File: src/rtl/red_pitaya_quotient_sat.sv
// Purpose  : sequential saturating fixed-point divider, (dividend << SHIFT) / divisor -> BITS_OUT signed.
// Latency  : valid_o pulses BITS_IN1+SHIFT+2 cycles after the accept edge (26 at defaults).
// Backpres.: single request in flight; start_i is accepted only while ready_o=1, otherwise ignored.
//
// Ports:
//   clk_i, rst_i          clock, asynchronous active-high reset
//   start_i               request, accepted when ready_o=1 (operands sampled on that edge)
//   dividend_i/divisor_i  signed operands
//   ready_o               idle, can accept start_i
//   valid_o               one-cycle pulse when quotient_o/overflow_o/div_zero_o update
//   quotient_o            signed saturated quotient, held until the next valid_o
//   overflow_o            result saturated (includes divide-by-zero)
//   div_zero_o            divisor was zero
//
// Optional build macro RED_PITAYA_QUOTIENT_ROUND_EN: round half away from zero instead of truncating.

module red_pitaya_quotient_sat #(
    parameter int BITS_IN1 = 14,
    parameter int BITS_IN2 = 14,
    parameter int BITS_OUT = 14,
    parameter int SHIFT    = 10
) (
    input  logic                       clk_i,
    input  logic                       rst_i,
    input  logic                       start_i,
    input  logic signed [BITS_IN1-1:0] dividend_i,
    input  logic signed [BITS_IN2-1:0] divisor_i,
    output logic                       ready_o,
    output logic                       valid_o,
    output logic signed [BITS_OUT-1:0] quotient_o,
    output logic                       overflow_o,
    output logic                       div_zero_o
);

    localparam int NW = BITS_IN1 + SHIFT;      // numerator / quotient magnitude width
    localparam int CW = $clog2(NW + 1);

    localparam logic [NW:0] POS_LIM = (NW+1)'((2 ** (BITS_OUT-1)) - 1);
    localparam logic [NW:0] NEG_LIM = (NW+1)'(2 ** (BITS_OUT-1));
    localparam logic [BITS_OUT-1:0] Q_MAX = {1'b0, {(BITS_OUT-1){1'b1}}};
    localparam logic [BITS_OUT-1:0] Q_MIN = {1'b1, {(BITS_OUT-1){1'b0}}};

    typedef enum logic [1:0] {IDLE, DIV, DONE} state_t;

    state_t              state;
    logic                sgn;        // result negative
    logic                dvd_neg;    // dividend negative (selects divide-by-zero saturation side)
    logic                dzero;
    logic [BITS_IN2-1:0] dmag;
    logic [NW-1:0]       nq;         // numerator bits shift out at the top, quotient bits shift in at the bottom
    logic [BITS_IN2:0]   rem;
    logic [CW-1:0]       cnt;

    // Unsigned magnitudes; BITS wide is enough for the most negative input.
    logic [BITS_IN1-1:0] a_mag;
    logic [BITS_IN2-1:0] b_mag;
    assign a_mag = dividend_i[BITS_IN1-1] ? (~dividend_i + BITS_IN1'(1)) : dividend_i;
    assign b_mag = divisor_i[BITS_IN2-1]  ? (~divisor_i  + BITS_IN2'(1)) : divisor_i;

    // One restoring step: bring down the next numerator bit, subtract if it fits.
    logic [BITS_IN2:0] trial;
    logic              fits;
    logic [BITS_IN2:0] rem_nxt;
    assign trial   = {rem[BITS_IN2-1:0], nq[NW-1]};
    assign fits    = (trial >= {1'b0, dmag});
    assign rem_nxt = fits ? (trial - {1'b0, dmag}) : trial;

    // Final magnitude, widened by one bit so a rounding increment cannot wrap.
    logic [NW:0] qmag;
`ifdef RED_PITAYA_QUOTIENT_ROUND_EN
    logic [BITS_IN2+1:0] rem2;
    logic                rnd;
    assign rem2 = {rem, 1'b0};
    assign rnd  = (rem2 >= {2'b00, dmag});
    assign qmag = {1'b0, nq} + (NW+1)'(rnd);
`else
    assign qmag = {1'b0, nq};
`endif

    logic [BITS_OUT-1:0] q_res;
    logic                ovf_res;
    always_comb begin
        q_res   = '0;
        ovf_res = 1'b0;
        if (dzero) begin
            q_res   = dvd_neg ? Q_MIN : Q_MAX;
            ovf_res = 1'b1;
        end else if (!sgn) begin
            if (qmag > POS_LIM) begin
                q_res   = Q_MAX;
                ovf_res = 1'b1;
            end else begin
                q_res = qmag[BITS_OUT-1:0];
            end
        end else begin
            // A magnitude of exactly 2^(BITS_OUT-1) negates to the minimum code without overflow.
            if (qmag > NEG_LIM) begin
                q_res   = Q_MIN;
                ovf_res = 1'b1;
            end else begin
                q_res = -qmag[BITS_OUT-1:0];
            end
        end
    end

    always_ff @(posedge clk_i or posedge rst_i) begin
        if (rst_i) begin
            state      <= IDLE;
            ready_o    <= 1'b1;
            valid_o    <= 1'b0;
            quotient_o <= '0;
            overflow_o <= 1'b0;
            div_zero_o <= 1'b0;
            sgn        <= 1'b0;
            dvd_neg    <= 1'b0;
            dzero      <= 1'b0;
            dmag       <= '0;
            nq         <= '0;
            rem        <= '0;
            cnt        <= '0;
        end else begin
            valid_o <= 1'b0;
            case (state)
                IDLE: begin
                    if (start_i) begin
                        sgn     <= dividend_i[BITS_IN1-1] ^ divisor_i[BITS_IN2-1];
                        dvd_neg <= dividend_i[BITS_IN1-1];
                        dzero   <= (divisor_i == '0);
                        dmag    <= b_mag;
                        nq      <= {a_mag, {SHIFT{1'b0}}};
                        rem     <= '0;
                        cnt     <= '0;
                        ready_o <= 1'b0;
                        state   <= DIV;
                    end
                end
                DIV: begin
                    // NW iterations, then one cycle recognising completion.
                    if (cnt == CW'(NW)) begin
                        state <= DONE;
                    end else begin
                        rem <= rem_nxt;
                        nq  <= {nq[NW-2:0], fits};
                        cnt <= cnt + CW'(1);
                    end
                end
                DONE: begin
                    quotient_o <= q_res;
                    overflow_o <= ovf_res;
                    div_zero_o <= dzero;
                    valid_o    <= 1'b1;
                    ready_o    <= 1'b1;
                    state      <= IDLE;
                end
                default: state <= IDLE;
            endcase
        end
    end

endmodule
File: config.mk
export PLATFORM = sky130hd
export DESIGN_NAME = red_pitaya_quotient_sat
export DESIGN_NICKNAME = d
export VERILOG_FILES = /design/src/rtl/red_pitaya_quotient_sat.sv
export SDC_FILE = /design/constraint.sdc
export NUM_CORES = 1
export LEC_CHECK = 0
export ABC_AREA = 0
export CAP_MARGIN = 20
export CORE_UTILIZATION = 25
export DETAILED_ROUTE_END_ITERATION = 8
export GPL_TIMING_DRIVEN = 1
export PLACE_DENSITY = 0.4
export SLEW_MARGIN = 25
export SYNTH_ARGS = -nofsm -noshare
export SYNTH_HDL_FRONTEND = slang
export SYNTH_SLANG_ARGS = --single-unit
export TNS_END_PERCENT = 5
File: constraint.sdc
create_clock -name clk_i -period 5.4 [get_ports clk_i]
set_input_delay 0.54 -clock clk_i [delete_from_list [all_inputs] [get_ports clk_i]]
set_output_delay 0.54 -clock clk_i [all_outputs]
set_load 0.05 [all_outputs]
# Yosys cells after proc, flatten, opt, wreduce, memory -nomap -nowiden

Cells that the tools add are included.

Bits in registers: 80
Output and inout port bits: 18
Bits of input ports: 31
Logic and storage cells: 65

$lt $le $gt $ge: 3
Bitwise gates (word level): 3
Add/sub/neg operators: 5
Muxes and demuxes: 27
Equality and inequality tests: 6
Reduce and logical (&&, ||, !) cells: 8

Operators by type and width:

| cell                  | count |
|---|---|
| $mux 14               | 10 |
| $mux 24               | 2 |
| $pmux 24 s2           | 1 |
| $add 14x2->14 const B | 2 |
| $not 14->14           | 2 |
| $pmux 14 s2           | 1 |
| $gt 24x13->1 const B  | 1 |
| $gt 24x14->1 const B  | 1 |
| $ge 15x14->1          | 1 |
| $logic_not 14->1      | 1 |
| $neg 14->14           | 1 |
| $sub 14x14->14        | 1 |
| $mux 5                | 2 |
| $pmux 5 s2            | 1 |
| $mux 1                | 6 |
| $ne 2x2->1 const B    | 3 |
| $reduce_and 2->1      | 3 |
| $add 5x1->5 const B   | 1 |
| $eq 5x5->1 const B    | 1 |
| $mux 2                | 2 |
| $pmux 2 s2            | 1 |
| $reduce_bool 2->1     | 2 |
| $reduce_and 3->1      | 1 |
| $eq 2x1->1 const B    | 1 |
| 4 further kinds       | 4 |

# Depth between registers and ports, before layout

Depth in word-level cells: 5
Depth in mapped cells: 10
Gate-level depth less buffers: 10

# Worst setup path after synthesis

No wires, ideal clock.

Path kind: register -> register
From: register nq[23]
To: register rem[12]
Path buffers: 0
Cell stages (with the launch flop): 11
Period minus slack after synthesis: 2.393 ns
Slack: 3.007 ns
Required time: 5.313 ns
Arrival: 2.307 ns
Setup time: 0.087 ns
Cell sequence: dfrtp_1 -> inv_1 -> ha_1 -> inv_1 -> fa_1 -> a21oi_1 -> o221ai_1 -> a221o_1 -> a2111oi_0 -> o21ai_0 -> o211ai_1

Longest elaborated chain between the ends: 4
Elaborated cells on any way between the ends: 5
Those cells by class: add/sub: 1; order compare: 1; mux: 3

Ends and longest elaborated chain:

| element                                        | RTL line | RTL |
|---|---|---|
| start, declared                                | 50       | `logic [NW-1:0] nq;` |
| start signal, assigned                         | 130      | `nq <= {a_mag, {SHIFT{1'b0}}};` |
| start signal, assigned                         | 143      | `nq <= {nq[NW-2:0], fits};` |
| $sub 14x14->14 or $ge 15x14->1 (tied branches) | 66, 65   |  |
| $mux 14 (*)                                    | 66       | `assign rem_nxt = fits ? (trial - {1'b0, dmag}) : trial;` |
| $mux 14 (*)                                    | 139      | `if (cnt == CW'(NW)) begin` |
| $pmux 14 s2 (*)                                | 123      | `case (state)` |
| end signal, assigned                           | 142      | `rem <= rem_nxt;` |
| end, declared                                  | 51       | `logic [BITS_IN2:0] rem;` |

Mark *: on every way between the ends. The rest lies on a longest branch, timed or not. The select of a mux whose other input is x is not followed.
A chain may end at the register's enable or synchronous reset.

# Final worst setup path

From: register rem[7]
To: register rem[3]

Longest elaborated chain between the ends: 4

Ends and longest elaborated chain:

| element      | RTL line | RTL |
|---|---|---|
| $ge 15x14->1 | 65       | `assign fits = (trial >= {1'b0, dmag});` |
| $mux 14      | 66       |  |
| $mux 14      | 139      |  |
| $pmux 14 s2  | 123      |  |

No other way between the ends. The select of a mux whose other input is x is not followed.

==> results.json <==
{
  "synth_seq_area_share": 0.394,
  "syn2layout_area_growth_pct": 20.8,
  "route.detailed.drc": 0,
  "final_nets": 680,
  "rsz0062_at_grt": "false",
  "place_ws_ns": 2.42,
  "ys_ff_latch": 80,
  "async_flop_share": 1.00,
  "clk_pin_slew_ns": 0.06,
  "cts_tree": "done",
  "clock_latency_ns": 0.35,
  "wire_per_inst_um": 16.0,
  "hold_path.class": "reg2reg",
  "nFillCells": 2044,
  "dr.pass1.iters": 4,
  "grt_pass1_wl_um": 23900,
  "rows": 51,
  "tns_ns": 0,
  "reg2reg_to": "rem[3]",
  "cp.required_ns": 5.58,
  "cts_buffers": 9,
  "dp.final_hpwl_um": 10200,
  "fin_crit_ns": 2.87,
  "antenna_found_initial": 0,
  "peakVddDrop_mv": 0.289,
  "critPathArrivalTime_ns": 3.05,
  "worstMarginPinSlew_ns": 0.896,
  "finalMaxSlewViolations": 0,
  "cts_resized": 0,
  "ys_types": 60,
  "pin_count": 49,
  "fin_ws_ns": 2.53,
  "p_leak_nw": 2.51,
  "crit_type": "reg2reg",
  "reg2reg_from": "rem[7]",
  "status": "finished, final reports clean",
  "setup_viol": 0,
  "postCtsHoldBufs": 0,
  "fin_crit_sh": 0.532,
  "grt_max_degree": 51,
  "overflow": 0,
  "hp-start": "ready_o",
  "totalWireLength_um": 14300,
  "cts.path.max_buffers": 2,
  "finClkSkew_ns": 0.00467,
  "holdPathEnd": "ready_o",
  "synthCells": 597,
  "synth_flop_cell": "dfrtp_1",
  "diodes": 0,
  "timing.max_cap.violations": 0,
  "clock.fmax_mhz": 348,
  "start_util": 0.258,
  "reg2reg_setup_slack_ns": 2.53,
  "grt_pass1_vias": 4508,
  "die_h_um": 145,
  "syn-cell-area_sq_mm": 0.00508,
  "clock_sinks": 80,
  "post_cts_buffers": 0,
  "layout-drive-gt1-share": 0.0599,
  "power_density_mw_per_mm2": 635,
  "vias": 4511,
  "avgSynthCellArea_sq_um": 8.52,
  "critical_path.max_fanout": 10,
  "cp-end-kind": "flop",
  "yosys_warnings": 0,
  "min_path_cells": 2,
  "hold_viol_final": 0,
  "slew_headroom": 0.403,
  "io_buffers": 48,
  "dieArea_sq_mm": 0.0209,
  "vias_per_cell": 5.02,
  "root_buffer": "clkbuf_16",
  "ff2ff_path_depth": 7,
  "drt_iter0_markers": 174,
  "core_sq_mm": 0.0197,
  "finalPower_mw": 3.90,
  "critPathLaunchType": "flop",
  "die_w_um": 145,
  "place.gp.congestion": 0.819,
  "grt_usage": 0.150,
  "postRouteAntennaNets": 0,
  "synth_fp_nets": 648,
  "htree_levels": 3,
  "synth_edf_count": 0
}
worst max-delay path, stage by stage, from the launching register on:
cell and delay (ns):
dfrtp_1 0.43, ha_1 0.39, a21oi_1 0.30, o21ai_1 0.16, a31o_2 0.32, a211o_1 0.41
nor2_2 0.47, o311ai_0 0.22
logic make-up after synthesis:
| kind of cell | count (synthesis) | share of synthesized area |
|---|---|---|
| xor+xnor | 39 | 0.0672 |
| flops | 80 | 0.394 |
| simple gates | 201 | 0.190 |
| mux | 6 | 0.0118 |
| fa+ha+maj | 20 | 0.0507 |
| compound gates | 187 | 0.235 |
| buf+inv | 64 | 0.0507 |
through the flow:
| step | hold slack [ns] | util | cell area (sq um) | cells |
|---|---|---|---|---|
| 6_report | 0.458 | 0.311 | 6140 | 899 |
| 5_1_grt | 0.483 | 0.311 | 6140 | 899 |
| 4_1_cts | 0.464 | 0.311 | 6130 | 899 |
| 3_5_place_dp | 0.454 | 0.295 | 5810 | 883 |
| 3_3_place_gp | 0.447 | 0.294 | 5800 | 883 |
| 2_1_floorplan | 0.450 | - | 5080 | 597 |
registers in the layout, indices dropped and copies added (netlist names):
signal,flops
rem,14
ready_o,1
nq,24
sgn,1
dvd_neg,1
div_zero_o,1
dmag,14
dzero,1
valid_o,1
overflow_o,1
cnt,5
state,2
quotient_o,14
per-layer routing:
layer,GRT usage,wire [um],up-vias
met2,0.263,7130,85
met5,0,0,-
li1,-,-,2228
met4,0.0471,232,0
met1,0.183,6550,2181
met3,0.0278,430,17
power breakdown:
part           internal [mW]  switching [mW]
logic                  0.827            1.29
registers              0.866           0.243
clock network          0.409           0.268
total                   2.10            1.80
layout make-up:
type / instances / area (sq um) / share of cell area
inverter: 33 / 126 / 0.0206
sequential: 80 / 2000 / 0.326
clock buffer: 10 / 229 / 0.0373
timing repair buffer: 52 / 510 / 0.0831
multi-input combinational: 453 / 2850 / 0.464
clock inverter: 6 / 92.6 / 0.0151
tap: 265 / 332 / 0.0540
how the worst max path moves through the flow:
stage                 start       to  slack, ns  cells after the start
CTS                  rem[7]   rem[2]       2.43                      7
floorplan             rst_i   cnt[0]       2.81                      1
global placement     rem[3]   rem[3]       2.35                      7
detailed placement  dmag[8]   rem[2]       2.42                      8
global route         nq[23]  rem[12]       2.34                     10
finish               rem[7]   rem[3]       2.53                      7
synth_stat cells (2+ instances only):
cell type | n | share of area
a211oi_1 | 3 | 0.0044
a21boi_0 | 2 | 0.0030
a21o_1 | 2 | 0.0030
a21oi_1 | 30 | 0.030
a221o_1 | 9 | 0.018
a31o_2 | 5 | 0.0086
a31oi_1 | 4 | 0.0049
a41oi_1 | 3 | 0.0052
and2_1 | 3 | 0.0037
and3_1 | 6 | 0.0074
and4_1 | 2 | 0.0034
buf_1 | 5 | 0.0037
buf_2 | 7 | 0.0069
clkbuf_1 | 17 | 0.013
dfrtp_1 | 79 | 0.39
ha_1 | 19 | 0.047
inv_1 | 33 | 0.024
mux2i_1 | 6 | 0.012
nand2_1 | 77 | 0.057
nand2b_1 | 8 | 0.0098
nand3_1 | 13 | 0.013
nand4_1 | 16 | 0.020
nand4b_1 | 2 | 0.0034
nor2_1 | 40 | 0.030
nor2b_1 | 3 | 0.0037
nor3_1 | 12 | 0.012
nor4_1 | 6 | 0.0074
o211ai_1 | 9 | 0.013
o21a_1 | 4 | 0.0059
o21ai_0 | 73 | 0.072
o21ai_1 | 3 | 0.0030
o22ai_1 | 2 | 0.0025
o311ai_0 | 3 | 0.0052
o31ai_1 | 17 | 0.025
o41ai_1 | 6 | 0.010
or2_2 | 2 | 0.0025
or4_1 | 4 | 0.0059
or4_4 | 3 | 0.0066
xnor2_1 | 15 | 0.026
xor2_1 | 24 | 0.041
cells in the final DEF, fill, tap and decap left out, types with 15 or more instances in the layout:
cell and count:
o31ai_1 17, nand2_1 77, a21oi_1 30, ha_1 19, xnor2_1 15, o21ai_0 73, nand4_1 16, xor2_1 24
clkdlybuf4s50_1 48, nor2_1 39, dfrtp_1 79, inv_1 32
(Power assumes the default switching activity.)
